`src/rtl/log_dumper.sv`:
```
// Streams the whole log memory to a byte-wide UART transmitter, MSB first,
// after a dump request arrives while the log capture is complete.
module log_dumper #(
   parameter int BRAM_ADDR_WIDTH = 15,
   parameter int BRAM_DATA_WIDTH = 16,
   parameter int MEM_LATENCY     = 1
) (
   input  logic                       clk,
   input  logic                       i_rst_n,
   input  logic                       i_start,
   input  logic                       i_mem_full,
   output logic                       o_read_log,
   output logic [BRAM_ADDR_WIDTH-1:0] o_addr_log_to_mem,
   input  logic [BRAM_DATA_WIDTH-1:0] i_data_log_from_mem,
   output logic [7:0]                 o_tx_data,
   output logic                       o_tx_valid,
   input  logic                       i_tx_ready,
   output logic                       o_busy,
   output logic                       o_done
);

   typedef enum logic [2:0] {
      S_IDLE, S_ARM, S_WAIT, S_SEND_HI, S_SEND_LO, S_DONE
   } state_t;

   localparam logic [BRAM_ADDR_WIDTH-1:0] LAST_ADDR = '1;
   localparam logic [2:0]                 LAT_LAST  = 3'(MEM_LATENCY - 1);

   state_t                       r_state, w_next;
   logic [BRAM_ADDR_WIDTH-1:0]   r_addr;
   logic [BRAM_DATA_WIDTH-1:0]   r_word;
   logic [2:0]                   r_lat;
   logic                         w_lat_done;
   logic                         w_last;

   assign w_lat_done        = (r_lat == LAT_LAST);
   assign w_last            = (r_addr == LAST_ADDR);
   assign o_addr_log_to_mem = r_addr;

   always_ff @(posedge clk or negedge i_rst_n) begin
      if (!i_rst_n) r_state <= S_IDLE;
      else          r_state <= w_next;
   end

   // Outputs decode from state only, so reset drives them all low at once.
   always_comb begin
      w_next     = r_state;
      o_read_log = 1'b0;
      o_tx_valid = 1'b0;
      o_tx_data  = 8'h00;
      o_busy     = 1'b1;
      o_done     = 1'b0;
      case (r_state)
         S_IDLE: begin
            o_busy = 1'b0;
            if (i_start && i_mem_full) w_next = S_ARM;
         end
         S_ARM: begin
            o_read_log = 1'b1;
            w_next     = S_WAIT;
         end
         S_WAIT: begin
            if (w_lat_done) w_next = S_SEND_HI;
         end
         S_SEND_HI: begin
            o_tx_valid = 1'b1;
            o_tx_data  = r_word[15:8];
            if (i_tx_ready) w_next = S_SEND_LO;
         end
         S_SEND_LO: begin
            o_tx_valid = 1'b1;
            o_tx_data  = r_word[7:0];
            if (i_tx_ready) w_next = w_last ? S_DONE : S_WAIT;
         end
         S_DONE: begin
            o_done = 1'b1;
            w_next = S_IDLE;
         end
         default: begin
            o_busy = 1'b0;
            w_next = S_IDLE;
         end
      endcase
   end

   always_ff @(posedge clk or negedge i_rst_n) begin
      if (!i_rst_n) begin
         r_addr <= '0;
         r_word <= '0;
         r_lat  <= '0;
      end else begin
         case (r_state)
            S_ARM: begin
               r_addr <= '0;
               r_lat  <= '0;
            end
            S_WAIT: begin
               r_lat <= r_lat + 3'd1;
               if (w_lat_done) r_word <= i_data_log_from_mem;
            end
            S_SEND_LO: begin
               // The address stops at the last word; DONE clears it.
               if (i_tx_ready && !w_last) begin
                  r_addr <= r_addr + 1'b1;
                  r_lat  <= '0;
               end
            end
            S_DONE:  r_addr <= '0;
            default: ;
         endcase
      end
   end

endmodule

```
`config.mk`:
```
export PLATFORM = sky130hd
export DESIGN_NAME = log_dumper
export DESIGN_NICKNAME = d
export VERILOG_FILES = /design/src/rtl/log_dumper.sv
export SDC_FILE = /design/constraint.sdc
export NUM_CORES = 1
export LEC_CHECK = 0
export ABC_AREA = 1
export CAP_MARGIN = 5
export CELL_PAD_IN_SITES_DETAIL_PLACEMENT = 1
export CELL_PAD_IN_SITES_GLOBAL_PLACEMENT = 2
export CORE_AREA = 4 4 90 92
export DETAILED_ROUTE_END_ITERATION = 12
export DIE_AREA = 0 0 94 96
export GPL_TIMING_DRIVEN = 0
export PLACE_DENSITY = 0.76
export SLEW_MARGIN = 5
export SYNTH_ARGS = -nofsm -noshare
export SYNTH_HDL_FRONTEND = slang
export SYNTH_SLANG_ARGS = --single-unit
```
`constraint.sdc`:
```
create_clock -name clk -period 1.9 [get_ports clk]
set_input_delay 0.19 -clock clk [delete_from_list [all_inputs] [get_ports clk]]
set_output_delay 0.19 -clock clk [all_outputs]
set_load 0.005 [all_outputs]
```
Word-level counts from Yosys, hierarchy flattened
Index checks and enable logic that the tools add are counted.
Widths: inputs -> output; s select.
{ "totals": {"regBits": 37, "word_cells": 46} }
{ "classes": {"n_addsub": 2, "eq_ne": 11, "n_mux": 15, "reduce_logical": 14} }
{ "ops": {"columns": ["operator", "n"], "rows": [
  ["$pmux 15 s2", 1],
  ["$mux 3", 6],
  ["$pmux 8 s2", 1],
  ["$add 15x1->15 const B", 1],
  ["$eq 15x15->1 const B", 1],
  ["$mux 15", 1],
  ["$pmux 3 s5", 1],
  ["$ne 2x2->1 const B", 5],
  ["$pmux 3 s3", 1],
  ["$eq 3x2->1 const B", 2],
  ["$eq 3x3->1 const B", 2],
  ["$logic_not 3->1", 2],
  ["$reduce_and 2->1", 3],
  ["$reduce_or 5->1", 1],
  ["$mux 1", 4],
  ["$reduce_and 4->1", 1],
  ["$reduce_or 2->1", 2],
  ["$add 3x1->3 const B", 1],
  ["$eq 3x1->1 const B", 1],
  ["$reduce_bool 3->1", 1],
  ["$logic_and 1x1->1", 2],
  ["$reduce_bool 2->1", 1],
  ["$logic_not 1->1", 1]
]} }

Longest topological paths before layout
Gate-level depths: netlist of run 1.
{ "depth": {"word_depth": 5, "ltp_mapped": 10, "mapped_depth_nobuf": 10} }

Worst setup path before layout of run 1
No wires, ideal clock.
{ "synth_path": {"path_type": "flip-flop to flip-flop", "startpoint": "register r_addr[0] (netlist: o_addr_log_to_mem[0])", "endpoint": "register r_addr[0] (netlist: o_addr_log_to_mem[0])", "arrival_time_ns": 1.343, "required_ns": 1.775, "path_slack_ns": 0.433, "stages_incl_launch_ff": 11, "n_path_buf": 1, "cell_sequence": "dfrtp_1 ha_1 nand2_1 nor2_4 nand2_2 inv_2 nand2_2 nand3_4 buf_6 nand3_1 o21ai_1"} }
{ "synth_between": {"elab_chain_cells": 5, "word_cells_on_any_way": 8, "cone_classes": "1 x add/sub; 2 x eq/ne; 2 x mux; 3 x reduce/logical"} }
{ "synth_lines": {"columns": ["item", "line", "source"], "rows": [
  ["start, declared", "30", "logic [BRAM_ADDR_WIDTH-1:0] r_addr;"],
  ["start signal, assigned", "104", "r_addr <= r_addr + 1'b1;"],
  ["branches (longest 5 deep; another with $add 15x1->15)", null, null]
]} }
Parallel ways; which one is timed is not known. The select of a mux whose other input is x is not followed.
A chain may end at the register's enable or synchronous reset.

Worst setup path in the final report of run 1
{ "layout_path": {"startpoint": "register r_state[0]", "endpoint": "output port o_tx_data[5]"} }
{ "layout_between": {"elab_chain_cells": 2, "word_cells_on_any_way": 3, "cone_classes": "2 x eq/ne; 1 x mux"} }
{ "layout_lines": {"columns": ["item", "line", "source"], "rows": [
  ["start, declared", "29", "state_t r_state, w_next;"],
  ["start signal, assigned", "42", "else r_state <= w_next;"],
  ["$eq 3x3->1 / $eq 3x2->1 (equally long branches)", "53", "case (r_state)"],
  ["$pmux 8 s2 (*)", "53", null],
  ["end, declared", "15", "output logic [7:0] o_tx_data,"]
]} }
Mark *: on every way between the ends. The rest lies on a longest branch, timed or not.

==> results of run 1 <==
synth_stat cells:
library cell   n  area, um2
inv_4          1       6.26
nor2_2         2       12.5
nand2_1       50        188
mux2_4        10        150
nor2_1        15       56.3
inv_1         15       56.3
xnor2_1        1       8.76
nand3_1       30        150
nand3_4        2       35.0
mux2_2         6       67.6
nor3_1         1       5.00
clkinv_1       1       3.75
nand2_2        3       18.8
dfrtp_1       37        926
a21oi_1        1       5.00
or2_2          1       6.26
nand2_4        1       11.3
a22o_1         8       70.1
nor3b_1        1       7.51
nand4_1        3       18.8
nor2_4         1       11.3
o21ai_0        6       30.0
nor3_4         1       16.3
xor2_1         8       70.1
inv_2          4       15.0
ha_1           3       37.5
o21ai_1        5       25.0
buf_2          2       10.0
buf_6          4       45.0
final cells by class:
type	instances	share of cell area, %
well taps	99	4.24
plain buffers	6	2.10
flip-flops and latches	37	31.8
clock buffers	5	2.36
repair buffers	63	20.3
inverters	21	2.96
clock inverters	3	1.58
multi-input cells	159	34.7
how the worst max path moves through the flow:
stage,slack [ns],depth (start not counted),endpoint,start
2_1_floorplan,0.43,10,o_addr_log_to_mem[0]$_DFFE_PN0P_,o_addr_log_to_mem[0]$_DFFE_PN0P_
3_3_place_gp,-0.40,1,r_word[7]$_DFFE_PN0P_,i_rst_n
3_5_place_dp,-0.02,5,o_tx_data[0],r_state[2]$_DFFE_PN0P_
4_1_cts,0.02,11,o_addr_log_to_mem[5]$_DFFE_PN0P_,r_state[2]$_DFFE_PN0P_
5_1_grt,0.03,5,o_tx_data[1],r_state[0]$_DFFE_PN0P_
6_report,0.11,5,o_tx_data[5],r_state[0]$_DFFE_PN0P_
metal layers:
metal / wire length [um] / global-route usage [%] / up-vias
met2: 2610 / 22.9 / 40
met3: 335 / 4.07 / 4
met1: 2530 / 16.5 / 829
met5: 0 / 0 / -
li1: - / - / 878
met4: 38 / 2.89 / 0
sequential cells by signal, indices dropped and copies added, names as in the netlist:
name	cells
r_state	3
r_lat	3
o_addr_log_to_mem	15
r_word	16
worst reg2reg max path, delay by kind of cell, from the launching register on:
| family | cells | cell delay (ns) |
|---|---|---|
| and+or+nand+nor | 5 | 0.67 |
| buffers and inverters | 5 | 0.56 |
| DFF | 1 | 0.45 |
report_power, final:
group	internal, mW	switching (mW)
clock	0.393	0.306
sequential	1.04	0.183
combinational	0.861	0.764
cells in the final DEF (no fill, tap or decap), types with 2 or more instances in the layout:
master / n
dfrtp_1: 35
dfrtp_2: 2
nand3_1: 29
mux2_2: 6
mux2_4: 10
nor2_4: 2
xor2_1: 8
a22o_1: 8
clkinv_4: 2
clkbuf_8: 5
nand2_1: 49
nand4_1: 3
dlygate4sd2_1: 9
buf_2: 3
o21ai_0: 6
dlymetal6s2s_1: 2
inv_2: 6
buf_6: 6
nor2_1: 15
buf_4: 13
nand3_4: 2
nand2_2: 4
inv_1: 13
clkdlybuf4s50_1: 34
ha_1: 3
o21ai_1: 5
stage by stage:
step / utilization (%) / total power, mW / std cells / hold WS (ns) / worst slack [ns]
6_report: 40.5 / 3.55 / 393 / 0.263 / 0.114
4_1_cts: 40.1 / 3.58 / 391 / 0.263 / 0.0180
3_5_place_dp: 37.0 / 2.75 / 370 / 0.0375 / -0.0180
3_3_place_gp: 36.8 / 2.73 / 369 / 0.491 / -0.398
2_1_floorplan: - / 2.18 / 223 / -0.106 / 0.433
5_1_grt: 40.5 / 3.82 / 393 / 0.275 / 0.0287
what timing repair did:
| item | 4_1_cts | 5_1_grt |
|---|---|---|
| hold buffers | 1 | 0 |
| resized for setup | 25 | 3 |
| setup endpoints to repair | 12 | 9 |
| hold endpoints to repair | 37 | 0 |
| gates cloned | 1 | 0 |
| pin swaps | 1 | 1 |
| setup buffers | 11 | 2 |
logic make-up (layout without fill, tap and decap cells):
kind of cell / after synthesis / after routing / share of synthesized area (%)
muxes: 16 / 16 / 10.6
adders and majority gates: 3 / 3 / 1.82
buffers and inverters: 27 / 98 / 6.61
AOI/OAI and AO/OA: 20 / 20 / 6.31
and+or+nand+nor: 111 / 111 / 26.0
xor gates and xnor gates: 9 / 9 / 3.82
DFF: 37 / 37 / 44.9
==> flow_summary.json, run 1 <==
{
  "ff2ff_setup_slack_ns": 0.17,
  "firstDrtPassIters": 4,
  "timing.critical_path.buf_inv": 3,
  "start_kind": "flip-flop",
  "worstSetupPathType": "reg2out",
  "area_growth_pct": 41.6,
  "yosysWarnings": 0,
  "grt_overflow_total": 0,
  "die_area_mm2": 0.00902,
  "ys_seq_area_share_pct": 44.9,
  "synth_area_per_cell_um2": 9.25,
  "synth_area_mm2": 0.00206,
  "first_iter_violations": 47,
  "drive_gt1_share_pct": 23.8,
  "cp_cell_sequence": "buf_4 > nand3_2 > clkinv_4 > a22o_1 > dlygate4sd2_1",
  "status": "complete, no violations",
  "routabilityCongestion": 0.723,
  "grt_pass1_wl_um": 9410,
  "portBuffers": 47,
  "worstReg2RegStart": "r_state[1]$_DFFE_PN0P_",
  "clock-sinks": 37,
  "fin_crit_sh_pct": 94.0,
  "fin_nets": 317,
  "grt_max_degree": 33,
  "dpl.hpwl_um": 3980,
  "drcViolationCount": 0,
  "peakVddDrop_uv": 477,
  "multi_input_area_mm2": 0.00101,
  "crit_slowest_cell": "dfrtp_2",
  "r2r_end": "o_addr_log_to_mem[5]$_DFFE_PN0P_",
  "drv_slew": 0,
  "cp_max_fo": 9,
  "cts_tree": "yes",
  "ys_ff_latch": 37,
  "p_leak_nw": 1.45,
  "syn-num-nets": 247,
  "cts_buffer_depth": 2,
  "fillCellCount": 849,
  "rsz0062_at_grt": "false",
  "dr_total_vias": 1751,
  "cap_violations": 0,
  "routed_wl_um": 5510,
  "seq_area_um2": 928,
  "synthCells": 223,
  "die_w_um": 94,
  "die_h_um": 96,
  "worst_slew_pin_slew_ns": 0.297,
  "htreeDepth": 2,
  "first_global_vias": 1933,
  "slowest_delay_ns": 0.44,
  "setup_viol": 0,
  "yosysUniqueCellTypes": 29,
  "initial_utilization_pct": 28.6,
  "crit_family": "buffers and inverters",
  "diodes": 0,
  "io_pins": 48,
  "antenna_found_initial": 0,
  "antenna_left": 0,
  "path_clk_slew_ns": 0.08,
  "worstPathArrival_ns": 1.60,
  "ctsRootBufferMaster": "clkbuf_8",
  "design_area_mm2": 0.00292,
  "clock_skew_ns": 0.00535,
  "place_area_mm2": 0.00267,
  "wl_per_cell_um": 14.0,
  "critPathCaptureType": "output pin",
  "reg2regPathDepth": 10,
  "p_per_area_mw_per_mm2": 1210,
  "relSlewSlack_pct": 80.2,
  "grt_usage_pct": 13.3,
  "tns_ns": 0,
  "hold_viol_final": 0,
  "routed_via_density": 4.46,
  "cts_buffers": 5,
  "min_period_ns": 1.79,
  "hold_class": "in2async",
  "rows": 31,
  "fmax_mhz": 560,
  "crit_required_ns": 1.71,
  "clkLatencyLatePin_ns": 0.29,
  "core_area_mm2": 0.00721
}
Power figures use the tool's default switching activity.
==> run 2: changes to the inputs <==
--- a/config.mk
+++ b/config.mk
@@ -9,11 +9,11 @@
 export CAP_MARGIN = 5
 export CELL_PAD_IN_SITES_DETAIL_PLACEMENT = 1
 export CELL_PAD_IN_SITES_GLOBAL_PLACEMENT = 2
-export CORE_AREA = 4 4 90 92
+export CORE_AREA = 4 4 129 69
 export DETAILED_ROUTE_END_ITERATION = 12
-export DIE_AREA = 0 0 94 96
+export DIE_AREA = 0 0 133 73
 export GPL_TIMING_DRIVEN = 0
-export PLACE_DENSITY = 0.76
+export PLACE_DENSITY = 0.75
 export SLEW_MARGIN = 5
 export SYNTH_ARGS = -nofsm -noshare
 export SYNTH_HDL_FRONTEND = slang
==> constraint.sdc (replaced) <==
create_clock -name clk -period 1.45 [get_ports clk]
set_input_delay 0.145 -clock clk [delete_from_list [all_inputs] [get_ports clk]]
set_output_delay 0.145 -clock clk [all_outputs]
set_load 0.005 [all_outputs]
==> run 2 against run 1 <==
  * The flow now finishes with violations (setup timing)
  * Via count is 19% higher
  * Sequential cell count stayed put
  * Worst setup slack worse by 0.36 ns
  * Sequential share of layout area is 6.6 points lower
  * Non-clock buffer count is 38 higher
  * Clock power is 100% higher
  * First-iteration DRC count grew to 2.7 times the previous value
  * Wire length is 48% higher
  * Largest cell class unchanged
==> flow_summary.json, run 2 (same netlist as run 1, synthesis figures left out) <==
{
  "status": "complete, but fails checks",
  "violations": "setup timing",
  "crit_slowest_cell": "dfrtp_2",
  "clock_skew_ns": 0.00795,
  "drive_gt1_share_pct": 51.7,
  "die_area_mm2": 0.00971,
  "crit_required_ns": 1.31,
  "timing.critical_path.buf_inv": 4,
  "fin_crit_sh_pct": 117,
  "cts_buffers": 5,
  "worstPathArrival_ns": 1.55,
  "ctsRootBufferMaster": "clkbuf_16",
  "dpl.hpwl_um": 4690,
  "power_mw": 6.64,
  "cap_violations": 0,
  "routabilityCongestion": 0.780,
  "first_global_vias": 2124,
  "final_cell_mix": "42 x nand2_1, 32 x clkdlybuf4s50_1, 26 x buf_4",
  "drv_slew": 0,
  "wl_per_cell_um": 18.4,
  "worstSetupPathType": "reg2out",
  "diodes": 0,
  "met3_wirelength_um": 312,
  "rows": 23,
  "peakVddDrop_uv": 746,
  "relSlewSlack_pct": 75.4,
  "startpoint": "r_state[0]$_DFFE_PN0P_",
  "r2r_end": "o_addr_log_to_mem[5]$_DFFE_PN0P_",
  "worstReg2RegStart": "r_state[0]$_DFFE_PN0P_",
  "path_clk_slew_ns": 0.06,
  "cp_max_fo": 3,
  "critPathCaptureType": "output pin",
  "route.met2.wl_um": 3490,
  "grt_pass1_wl_um": 12300,
  "die_w_um": 133,
  "cts_buffer_depth": 2,
  "met1Wirelength_um": 4270,
  "firstDrtPassIters": 4,
  "largest-register": "r_word",
  "top_layer_used": "met4",
  "portBuffers": 47,
  "ff2ff_setup_slack_ns": -0.22,
  "initial_utilization_pct": 26.5,
  "core_area_mm2": 0.00780,
  "slowest_delay_ns": 0.43,
  "start_kind": "flip-flop",
  "area_growth_pct": 81.5,
  "finalWorstSetupSlack_ns": -0.246,
  "die_h_um": 73,
  "min_period_ns": 1.70,
  "clock-sinks": 37,
  "fin_util_pct": 48.0,
  "hold_class": "in2async",
  "first_iter_violations": 127,
  "cts_tree": "yes",
  "grt_usage_pct": 17.0,
  "fmax_mhz": 590,
  "routed_wl_um": 8180,
  "grt_max_degree": 36,
  "cp_cell_sequence": "nor3_4 > buf_6 > buf_6 > buf_6 > a22o_1 > buf_2",
  "p_per_area_mw_per_mm2": 1770,
  "layout_commonest_cell": "nand2_1",
  "fin_nets": 356,
  "largest_reg_flops": 16,
  "clkLatencyLatePin_ns": 0.29,
  "antenna_left": 0,
  "dp.cells": 383,
  "crit_family": "buffers and inverters",
  "io_pins": 48,
  "reg2regPathDepth": 9,
  "setup_viol": 49,
  "crit_top_cell": "buf_6",
  "dr_total_vias": 2078,
  "rsz0062_at_grt": "true",
  "instances_no_fill": 445,
  "worst_slew_pin_slew_ns": 0.369,
  "grt_overflow_total": 0,
  "htreeDepth": 2,
  "routed_via_density": 4.67,
  "p_leak_nw": 1.78,
  "hold_viol_final": 0,
  "drcViolationCount": 0,
  "antenna_found_initial": 0
}
run 2: cell count changes in the layout (fill, tap and decap cells not counted), sizes merged:
| cell | delta |
|---|---|
| clkinv | +1 |
| dlygate4sd2 | -9 |
| clkdlybuf4s50 | -2 |
| clkinvlp | -1 |
| bufinv | +1 |
| buf | +49 |
run 2: per-layer routing:
metal  vias to the layer above  GRT usage [%]
li1                        968              -
met1                      1051           25.9
met2                        44           23.8
met3                        15           4.27
met4                         0           4.26
met5                         -              0
run 2: layout make-up:
type | instances | area (um2)
fill | 857 | 4050
multi-input combinational | 159 | 1280
timing repair buffer | 102 | 1030
sequential | 37 | 942
tap | 112 | 140
clock buffer | 5 | 125
inverter | 21 | 93.8
buffer | 5 | 66.3
clock inverter | 3 | 65.1
timing repair inverter | 1 | 5.00
run 2: power by group:
| part | total (mW) | switching (mW) | internal, mW |
|---|---|---|---|
| clock network | 1.43 | 0.451 | 0.983 |
| registers | 1.63 | 0.264 | 1.37 |
| logic | 3.58 | 1.70 | 1.88 |
run 2: worst max path at each step:
stage	end	slack [ns]	cells after the start
6_report	o_tx_data[5]	-0.25	6
5_1_grt	o_tx_data[1]	-0.30	6
4_1_cts	o_tx_data[5]	-0.21	7
3_5_place_dp	o_tx_data[2]	-0.44	5
3_3_place_gp	o_addr_log_to_mem[5]$_DFFE_PN0P_	-0.77	1
2_1_floorplan	o_addr_log_to_mem[0]$_DFFE_PN0P_	0.01	10
run 2: through the flow:
step / cell area [um2] / worst slack, ns / hold WS [ns] / setup TNS [ns]
2_1_floorplan: 2070 / 0.0114 / -0.151 / 0
3_3_place_gp: 2680 / -0.772 / 0.490 / -37.14
3_5_place_dp: 2690 / -0.441 / -0.0446 / -9.09
4_1_cts: 3530 / -0.206 / 0.184 / -5.58
5_1_grt: 3740 / -0.304 / 0.217 / -9.98
6_report: 3740 / -0.246 / 0.203 / -7.19
run 2: repair_timing:
item | CTS | global route
cloned | 5 | 0
hold endpoints to repair | 37 | 0
hold buffers | 1 | 0
gates resized for setup | 132 | 39
pin swaps | 31 | 19
endpoints found under the setup margin | 44 | 61
buffers inserted | 37 | 14
